### src/rtl/inst_fetch.sv
// Instruction fetch stage: assembles 32-bit little-endian words from a byte-wide read port.
// Optional direct-mapped instruction cache enabled by defining ICACHE_EN.
module inst_fetch #(
  parameter logic [31:0] RESET_PC     = 32'h0,
  parameter int          ICACHE_LINES = 64
) (
  input  logic        clk,
  input  logic        rst,
  input  logic        branch_interception,
  input  logic [31:0] branch_target,
  input  logic        ifid_stall,
  output logic [31:0] if_pc,
  output logic [31:0] if_inst,
  output logic        mem_req,
  output logic [31:0] mem_addr,
  input  logic        mem_grant,
  input  logic [7:0]  mem_din,
  output logic [1:0]  dbg_state
);

  typedef enum logic [1:0] {
    S_IDLE    = 2'd0,
    S_FETCH   = 2'd1,
    S_PRESENT = 2'd2
  } state_t;

  state_t      r_state;
  logic [31:0] r_pc;
  logic [31:0] r_if_pc;
  logic [31:0] r_if_inst;
  logic        r_mem_req;
  logic [31:0] r_mem_addr;
  logic [1:0]  r_issue_cnt;
  logic [1:0]  r_cap_cnt;
  logic        r_pending;
  logic [23:0] r_bytes;

  logic        w_issue;
  logic [31:0] w_word;
  logic        w_fill;
  logic        w_unused;

  // Handshake: a byte is issued on any cycle with mem_req && mem_grant; its data
  // is on mem_din exactly one cycle later and is captured only via r_pending.
  assign w_issue  = r_mem_req && mem_grant;
  assign w_word   = {mem_din, r_bytes};
  assign w_fill   = (r_state == S_FETCH) && r_pending && (r_cap_cnt == 2'd3)
                    && !rst && !branch_interception;
  assign w_unused = ^{ICACHE_LINES, branch_target[1:0], w_fill};

`ifdef ICACHE_EN
  localparam int IDX_W = $clog2(ICACHE_LINES);
  localparam int TAG_W = 30 - IDX_W;

  logic [31:0]       r_cache_data  [ICACHE_LINES];
  logic [TAG_W-1:0]  r_cache_tag   [ICACHE_LINES];
  logic [ICACHE_LINES-1:0] r_cache_valid;
  logic [IDX_W-1:0]  w_idx;
  logic [TAG_W-1:0]  w_tag;
  logic              w_hit;

  assign w_idx = r_pc[IDX_W+1:2];
  assign w_tag = r_pc[31:IDX_W+2];
  assign w_hit = r_cache_valid[w_idx] && (r_cache_tag[w_idx] == w_tag);

  // Storage carries no reset; the valid bits alone decide whether a line is usable.
  always_ff @(posedge clk) begin
    if (w_fill) begin
      r_cache_data[w_idx] <= w_word;
      r_cache_tag[w_idx]  <= w_tag;
    end
  end
`endif

  always_ff @(posedge clk) begin
    if (rst) begin
      r_state     <= S_IDLE;
      r_pc        <= RESET_PC;
      r_if_pc     <= 32'h0;
      r_if_inst   <= 32'h0;
      r_mem_req   <= 1'b0;
      r_mem_addr  <= 32'h0;
      r_issue_cnt <= 2'd0;
      r_cap_cnt   <= 2'd0;
      r_pending   <= 1'b0;
      r_bytes     <= 24'h0;
`ifdef ICACHE_EN
      r_cache_valid <= '0;
`endif
    end else if (branch_interception) begin
      r_state     <= S_IDLE;
      r_pc        <= {branch_target[31:2], 2'b00};
      r_if_pc     <= 32'h0;
      r_if_inst   <= 32'h0;
      r_mem_req   <= 1'b0;
      r_issue_cnt <= 2'd0;
      r_cap_cnt   <= 2'd0;
      r_pending   <= 1'b0;
    end else begin
      case (r_state)
        S_IDLE: begin
`ifdef ICACHE_EN
          if (w_hit) begin
            r_if_pc   <= r_pc;
            r_if_inst <= r_cache_data[w_idx];
            r_state   <= S_PRESENT;
          end else
`endif
          begin
            r_mem_req   <= 1'b1;
            r_mem_addr  <= r_pc;
            r_issue_cnt <= 2'd0;
            r_cap_cnt   <= 2'd0;
            r_pending   <= 1'b0;
            r_state     <= S_FETCH;
          end
        end
        S_FETCH: begin
          r_pending <= w_issue;
          if (w_issue) begin
            r_issue_cnt <= r_issue_cnt + 2'd1;
            if (r_issue_cnt == 2'd3) r_mem_req  <= 1'b0;
            else                     r_mem_addr <= r_mem_addr + 32'd1;
          end
          if (r_pending) begin
            r_cap_cnt <= r_cap_cnt + 2'd1;
            case (r_cap_cnt)
              2'd0:    r_bytes[7:0]   <= mem_din;
              2'd1:    r_bytes[15:8]  <= mem_din;
              2'd2:    r_bytes[23:16] <= mem_din;
              default: begin
                r_if_pc   <= r_pc;
                r_if_inst <= w_word;
                r_state   <= S_PRESENT;
`ifdef ICACHE_EN
                r_cache_valid[w_idx] <= 1'b1;
`endif
              end
            endcase
          end
        end
        S_PRESENT: begin
          if (!ifid_stall) begin
            r_pc      <= r_pc + 32'd4;
            r_if_inst <= 32'h0;
            r_state   <= S_IDLE;
          end
        end
        default: r_state <= S_IDLE;
      endcase
    end
  end

  assign if_pc     = r_if_pc;
  assign if_inst   = r_if_inst;
  assign mem_req   = r_mem_req;
  assign mem_addr  = r_mem_addr;
  assign dbg_state = r_state;

endmodule
### config.mk
export PLATFORM = sky130hd
export DESIGN_NAME = inst_fetch
export DESIGN_NICKNAME = d
export VERILOG_FILES = /design/src/rtl/inst_fetch.sv
export SDC_FILE = /design/constraint.sdc
export NUM_CORES = 1
export LEC_CHECK = 0
export CAP_MARGIN = 20
export CORE_ASPECT_RATIO = 1.25
export CORE_MARGIN = 1
export CORE_UTILIZATION = 37
export CTS_CLUSTER_SIZE = 25
export DETAILED_ROUTE_END_ITERATION = 10
export DONT_BUFFER_PORTS = 1
export PLACE_DENSITY = 0.6
export SYNTH_ARGS = -nofsm -noshare
export SYNTH_HDL_FRONTEND = slang
export SYNTH_SLANG_ARGS = --single-unit
export TNS_END_PERCENT = 20
### constraint.sdc
create_clock -name clk -period 2.7 [get_ports clk]
set_clock_uncertainty 0.2 [all_clocks]
set_input_delay 0.27 -clock clk [delete_from_list [all_inputs] [get_ports clk]]
set_output_delay 0.27 -clock clk [all_outputs]
set_load 0.05 [all_outputs]
Yosys cells after proc, flatten, opt, wreduce, memory -nomap -nowiden
Index checks and enable logic that the tools add are counted.
W data, S select, Z words.
{"block": "totals", "output_inout_bits": 99, "register_bits": 160}
{"block": "op_classes", "n_eq_ne": 12, "n_bitwise": 3, "addsub": 4, "n_reduce_logical": 20, "mux": 22}
{"cell": "$mux W32", "n": 8}
{"cell": "$pmux W32 S2", "n": 2}
{"cell": "$add A32 B1 Y32 const B", "n": 1}
{"cell": "$add A32 B3 Y32 const B", "n": 1}
{"cell": "$reduce_and A4 Y1", "n": 5}
{"cell": "$ne A2 B2 Y1 const B", "n": 6}
{"cell": "$mux W2", "n": 5}
{"cell": "$reduce_and A3 Y1", "n": 3}
{"cell": "$pmux W2 S2", "n": 2}
{"cell": "$reduce_and A2 Y1", "n": 4}
{"cell": "$eq A2 B2 Y1 const B", "n": 3}
{"cell": "$pmux W2 S3", "n": 1}
{"cell": "$reduce_bool A2 Y1", "n": 3}
{"cell": "$add A2 B1 Y2 const B", "n": 2}
{"cell": "$eq A2 B1 Y1 const B", "n": 2}
{"cell": "$logic_not A2 Y1", "n": 2}
{"cell": "$pmux W1 S2", "n": 2}
{"cell": "$not A1 Y1", "n": 3}
{"cell": "$reduce_or A3 Y1", "n": 1}
{"cell": "$mux W1", "n": 2}
{"cell": "$ne A2 B1 Y1 const B", "n": 1}
{"cell": "$reduce_or A2 Y1", "n": 1}
{"cell": "$logic_and A1 B1 Y1", "n": 1}

Depth between registers and ports, before layout
{"block": "logic_depth", "depth_word": 5, "ltp_mapped": 8, "ltp_nobuf": 6}

Worst setup path after synthesis
OpenSTA, ideal clock, no wires.
{"block": "synth_timing", "kind": "reg-to-reg", "startpoint": "register r_state[1] (netlist: dbg_state[1])", "endpoint": "register r_pc[30]", "period_less_slack_ns": 2.536, "path_stages_with_launch": 8, "setup_time_ns": 0.136, "t_required_ns": 2.364, "t_arrival_ns": 2.200, "setup_slack_ns": 0.164, "cell_sequence": "dfxtp_1 -> buf_2 -> nand4bb_4 -> or4_4 -> buf_6 -> nor4_4 -> xnor2_1 -> a211oi_2"}
{"block": "synth_via", "elab_chain_cells": 3}
{"item": "start: declaration", "line_no": "27", "rtl": "state_t r_state;"}
{"item": "start signal: assignment", "line_no": "77", "rtl": "r_state <= S_IDLE;"}
{"item": "start signal: assignment", "line_no": "91", "rtl": "r_state <= S_IDLE;"}
{"item": "start signal: assignment", "line_no": "115", "rtl": "r_state <= S_FETCH;"}
{"item": "$eq A2 B2 Y1", "line_no": "100", "rtl": "case (r_state)"}
{"item": "$reduce_bool A2 Y1 (no source line)"}
{"item": "$reduce_and A2 Y1 (no source line)"}
{"item": "end signal: assignment", "line_no": "92", "rtl": "r_pc <= {branch_target[31:2], 2'b00};"}
{"item": "end signal: assignment", "line_no": "144", "rtl": "r_pc <= r_pc + 32'd4;"}
{"item": "end: declaration", "line_no": "28", "rtl": "logic [31:0] r_pc;"}
No other way between the ends.
A chain may end at the register's enable or synchronous reset.

Worst setup path in the final report
{"block": "layout_timing", "startpoint": "input port branch_interception", "endpoint": "register r_pc[3]"}
{"block": "layout_via", "elab_chain_cells": 2, "word_cells_on_any_way": 4}
{"item": "start: declaration", "line_no": "9", "rtl": "input logic branch_interception,"}
{"item": "$ne A2 B2 Y1 (no source line) / $reduce_bool A2 Y1 (equally long branches)"}
{"item": "$reduce_and A2 Y1 (no source line)"}
Several ways; a longest one is shown, not always the timed one.

==> impl_metrics.env <==
export IMPL_layout_setup_ws_ns=0.195
export IMPL_yosys_cell_count_top_type="sky130_fd_sc_hd__nand2_1"
export IMPL_syn_cell_area_sq_um=7270
export IMPL_antenna_found_initial=0
export IMPL_ioPinCount=144
export IMPL_crit_slowest_cell="sky130_fd_sc_hd__dlygate4sd3_1"
export IMPL_grt_pass1_wl_um=35200
export IMPL_critical_path_cell_chain="dlygate4sd3_1 -> inv_2 -> buf_4 -> nor2_1 -> a311oi_1 -> dlygate4sd3_1"
export IMPL_cell_count_after_synthesis=932
export IMPL_grt_start_max_net_pins=83
export IMPL_max_slew_worst_pin_slew_ns=0.778
export IMPL_antenna_cells=0
export IMPL_numClockSinks=156
export IMPL_worst_path_max_fanout=30
export IMPL_cts_setup_buffers=0
export IMPL_cts_inserted_buffers=17
export IMPL_drc_violations_left=0
export IMPL_run_status="finished, final reports clean"
export IMPL_finish_utilization_pct=46.6
export IMPL_synth_seq_cells=156
export IMPL_layout_drive_gt1_share_pct=12.5
export IMPL_post_synth_num_cell_types=66
export IMPL_clock_pin_slew_of_the_registers_on_the_worst_case_setup_and_hold_paths_ns=0.07
export IMPL_clock_tree_root_cell="sky130_fd_sc_hd__clkbuf_16"
export IMPL_routed_wire_length_per_instance_um=17.7
export IMPL_std_cell_rows=56
export IMPL_worstPathArrival_ns=2.68
export IMPL_drtIter0Drc=430
export IMPL_netlist_area_leader_share_pct=43.0
export IMPL_worst_path_dominant_cell_family="buffers and inverters"
export IMPL_worstSkewPairLatency_ns=0.43
export IMPL_crit_type="in2reg"
export IMPL_maxSlewHeadroom_pct=48.2
export IMPL_grt_total_usage_pct=22.2
export IMPL_dominantRegCellSynth="sky130_fd_sc_hd__dfxtp_1"
export IMPL_ir_worst_vdd_uv=410
export IMPL_area_delta_synth_final_pct=21.7
export IMPL_period_share_pct=92.8
export IMPL_maxCapViolations=0
export IMPL_netlist_top_cells_count="sky130_fd_sc_hd__nand2_1, sky130_fd_sc_hd__dfxtp_1, sky130_fd_sc_hd__a21oi_1"
export IMPL_p_leak_nw=2.93
export IMPL_synth_async_sr_flop_share_pct=0
export IMPL_clock_tree_buffer_depth=2
export IMPL_cts_repair_resized=0
export IMPL_routed_wl_um=22200
export IMPL_count_of_tritonroute_iterations_in_the_first_routing_pass=5
export IMPL_timing_critical_path_to_type="flop"
export IMPL_yosys_area_top_type="sky130_fd_sc_hd__dfxtp_1"
export IMPL_syn_mean_instance_area_sq_um=7.80
export IMPL_post_place_cells=1181
export IMPL_maximum_level_of_the_cts_h_tree=4
export IMPL_drv_slew=0
export IMPL_initial_utilization_pct=38.3
export IMPL_vias_per_cell=5.57
export IMPL_max_freq_mhz=399
export IMPL_place_port_buffers=0
export IMPL_core_area_sq_um=19000
export IMPL_setup_viol_count_final=0
export IMPL_total_via_count_after_detailed_routing=6993
export IMPL_synthTopCellsByArea="sky130_fd_sc_hd__dfxtp_1, sky130_fd_sc_hd__a21oi_1, sky130_fd_sc_hd__nand2_1"
export IMPL_cpPeakStageDelay_ns=0.70
export IMPL_post_route_min_period_ns=2.51
export IMPL_drt_antenna_violating_nets=0
export IMPL_final_setup_tns_ns=0
export IMPL_critical_path_n_buffers_inverters=4
export IMPL_dieWidth_um=127
export IMPL_post_place_ws_ns=0.302
export IMPL_setup_repair_after_global_routing_missed_its_margin="no"
export IMPL_p_total_mw=5.39
export IMPL_finish_net_count=1034
export IMPL_synth_seq_area_share_pct=43.0
export IMPL_die_area_sq_um=20200
export IMPL_finalWeightedCongestion=0.847
export IMPL_first_global_vias=6532
export IMPL_synth_enable_flop_cells=0
export IMPL_yosys_warnings=0
export IMPL_timing_hold_worst_class="in2reg"
export IMPL_hold_violations=0
export IMPL_cts_tree="built"
export IMPL_die_y_um=159
export IMPL_final_instance_count_excl_fill=1256
export IMPL_post_dp_hpwl_um=15100
export IMPL_cp_required_ns=2.88
export IMPL_crit_path_start_kind="primary input"
export IMPL_timing_critical_path_mode_cell="sky130_fd_sc_hd__dlygate4sd3_1"
export IMPL_pwr_density_cell_nw_per_um2=609
export IMPL_global_route_overflow_total=0
## stage by stage
stage               hold slack (ns)  area (sq um)
finish                       0.0235          8850
global route                 0.0404          8850
detailed placement            0.149          7800
global placement              0.150          7800
CTS                         0.00930          8850
floorplan                     0.211          7270
## area by class of cell
class | instances | area, sq um
Multi-Input combinational cell | 687 | 3810
Clock inverter | 15 | 169
Clock buffer | 17 | 425
Sequential cell | 156 | 3120
Fill cell | 1877 | 10100
Timing Repair Buffer | 107 | 941
Tap cell | 261 | 327
Inverter | 13 | 48.8
## tightest hold or removal path, delay by kind of cell
family	cells	cell delay (ns)
AOI/OAI and AO/OA	1	0.11
and+or+nand+nor	3	0.22
## registers in the layout, summed over array words and instances (netlist names)
name	count
mem_addr	32
dbg_state	2
r_issue_cnt	2
r_pc	30
r_pending	1
r_bytes	24
r_cap_cnt	2
if_pc	30
mem_req	1
if_inst	32
## worst paths after layout
kind | startpoint | end | slack, ns | cells past startpoint
min | mem_grant | r_pending | 0.02 | 4
max reg2reg | r_issue_cnt[0] | mem_addr[31] | 0.28 | 6
min reg2reg | r_bytes[17] | r_bytes[17] | 0.26 | 2
max | branch_interception | r_pc[3] | 0.19 | 6
## what timing repair did
| action | in CTS | in global routing |
|---|---|---|
| endpoints found under the hold margin | 92 | 0 |
| setup endpoints to repair | 0 | 0 |
| hold buffers | 43 | 0 |
## where the power goes
part	switching (mW)	total, mW	internal (mW)	leakage (nW)
Sequential	0.0668	2.42	2.35	1.27
Clock	1.12	2.45	1.32	0.289
Combinational	0.330	0.515	0.185	1.37
## kinds of logic (layout without fill, tap and decap cells)
family,Yosys count,after routing,synth area share (%)
simple gates,412,412,27.7
compound gates,235,235,19.2
flops,156,156,43.0
buf+inv,90,152,5.02
xor+xnor,26,26,3.13
fa+ha+maj,7,7,1.20
mux,5,5,0.723
other cells,1,2,0.0516
## placed cells by master, fill, tap and decap left out, types with 5 or more instances in the layout
| master | count |
|---|---|
| sky130_fd_sc_hd__inv_1 | 11 |
| sky130_fd_sc_hd__or3_1 | 10 |
| sky130_fd_sc_hd__clkbuf_16 | 17 |
| sky130_fd_sc_hd__inv_8 | 6 |
| sky130_fd_sc_hd__a311oi_1 | 5 |
| sky130_fd_sc_hd__and4_1 | 6 |
| sky130_fd_sc_hd__buf_4 | 63 |
| sky130_fd_sc_hd__nand3_1 | 87 |
| sky130_fd_sc_hd__nor3_2 | 5 |
| sky130_fd_sc_hd__nor3_1 | 14 |
| sky130_fd_sc_hd__a31oi_1 | 10 |
| sky130_fd_sc_hd__a22oi_1 | 6 |
| sky130_fd_sc_hd__ha_1 | 7 |
| sky130_fd_sc_hd__nand4_1 | 16 |
| sky130_fd_sc_hd__and2_1 | 5 |
| sky130_fd_sc_hd__a211oi_1 | 24 |
| sky130_fd_sc_hd__nand2_1 | 160 |
| sky130_fd_sc_hd__a21oi_1 | 123 |
| sky130_fd_sc_hd__xnor2_1 | 22 |
| sky130_fd_sc_hd__nor2_1 | 68 |
| sky130_fd_sc_hd__and3_1 | 12 |
| sky130_fd_sc_hd__dfxtp_1 | 156 |
| sky130_fd_sc_hd__dlygate4sd3_1 | 42 |
| sky130_fd_sc_hd__o21ai_0 | 30 |
| sky130_fd_sc_hd__a21o_1 | 5 |
## routing by layer
metal / vias to the layer above / share of wire (%) / track usage [%]
met5: - / 0 / 0
met4: 0 / 3.5 / 10.3
met3: 37 / 6.2 / 5.63
met2: 250 / 50 / 37.9
met1: 3313 / 40 / 25.6
li1: 3393 / - / -
Note: power is estimated with default switching activity, not from simulation.
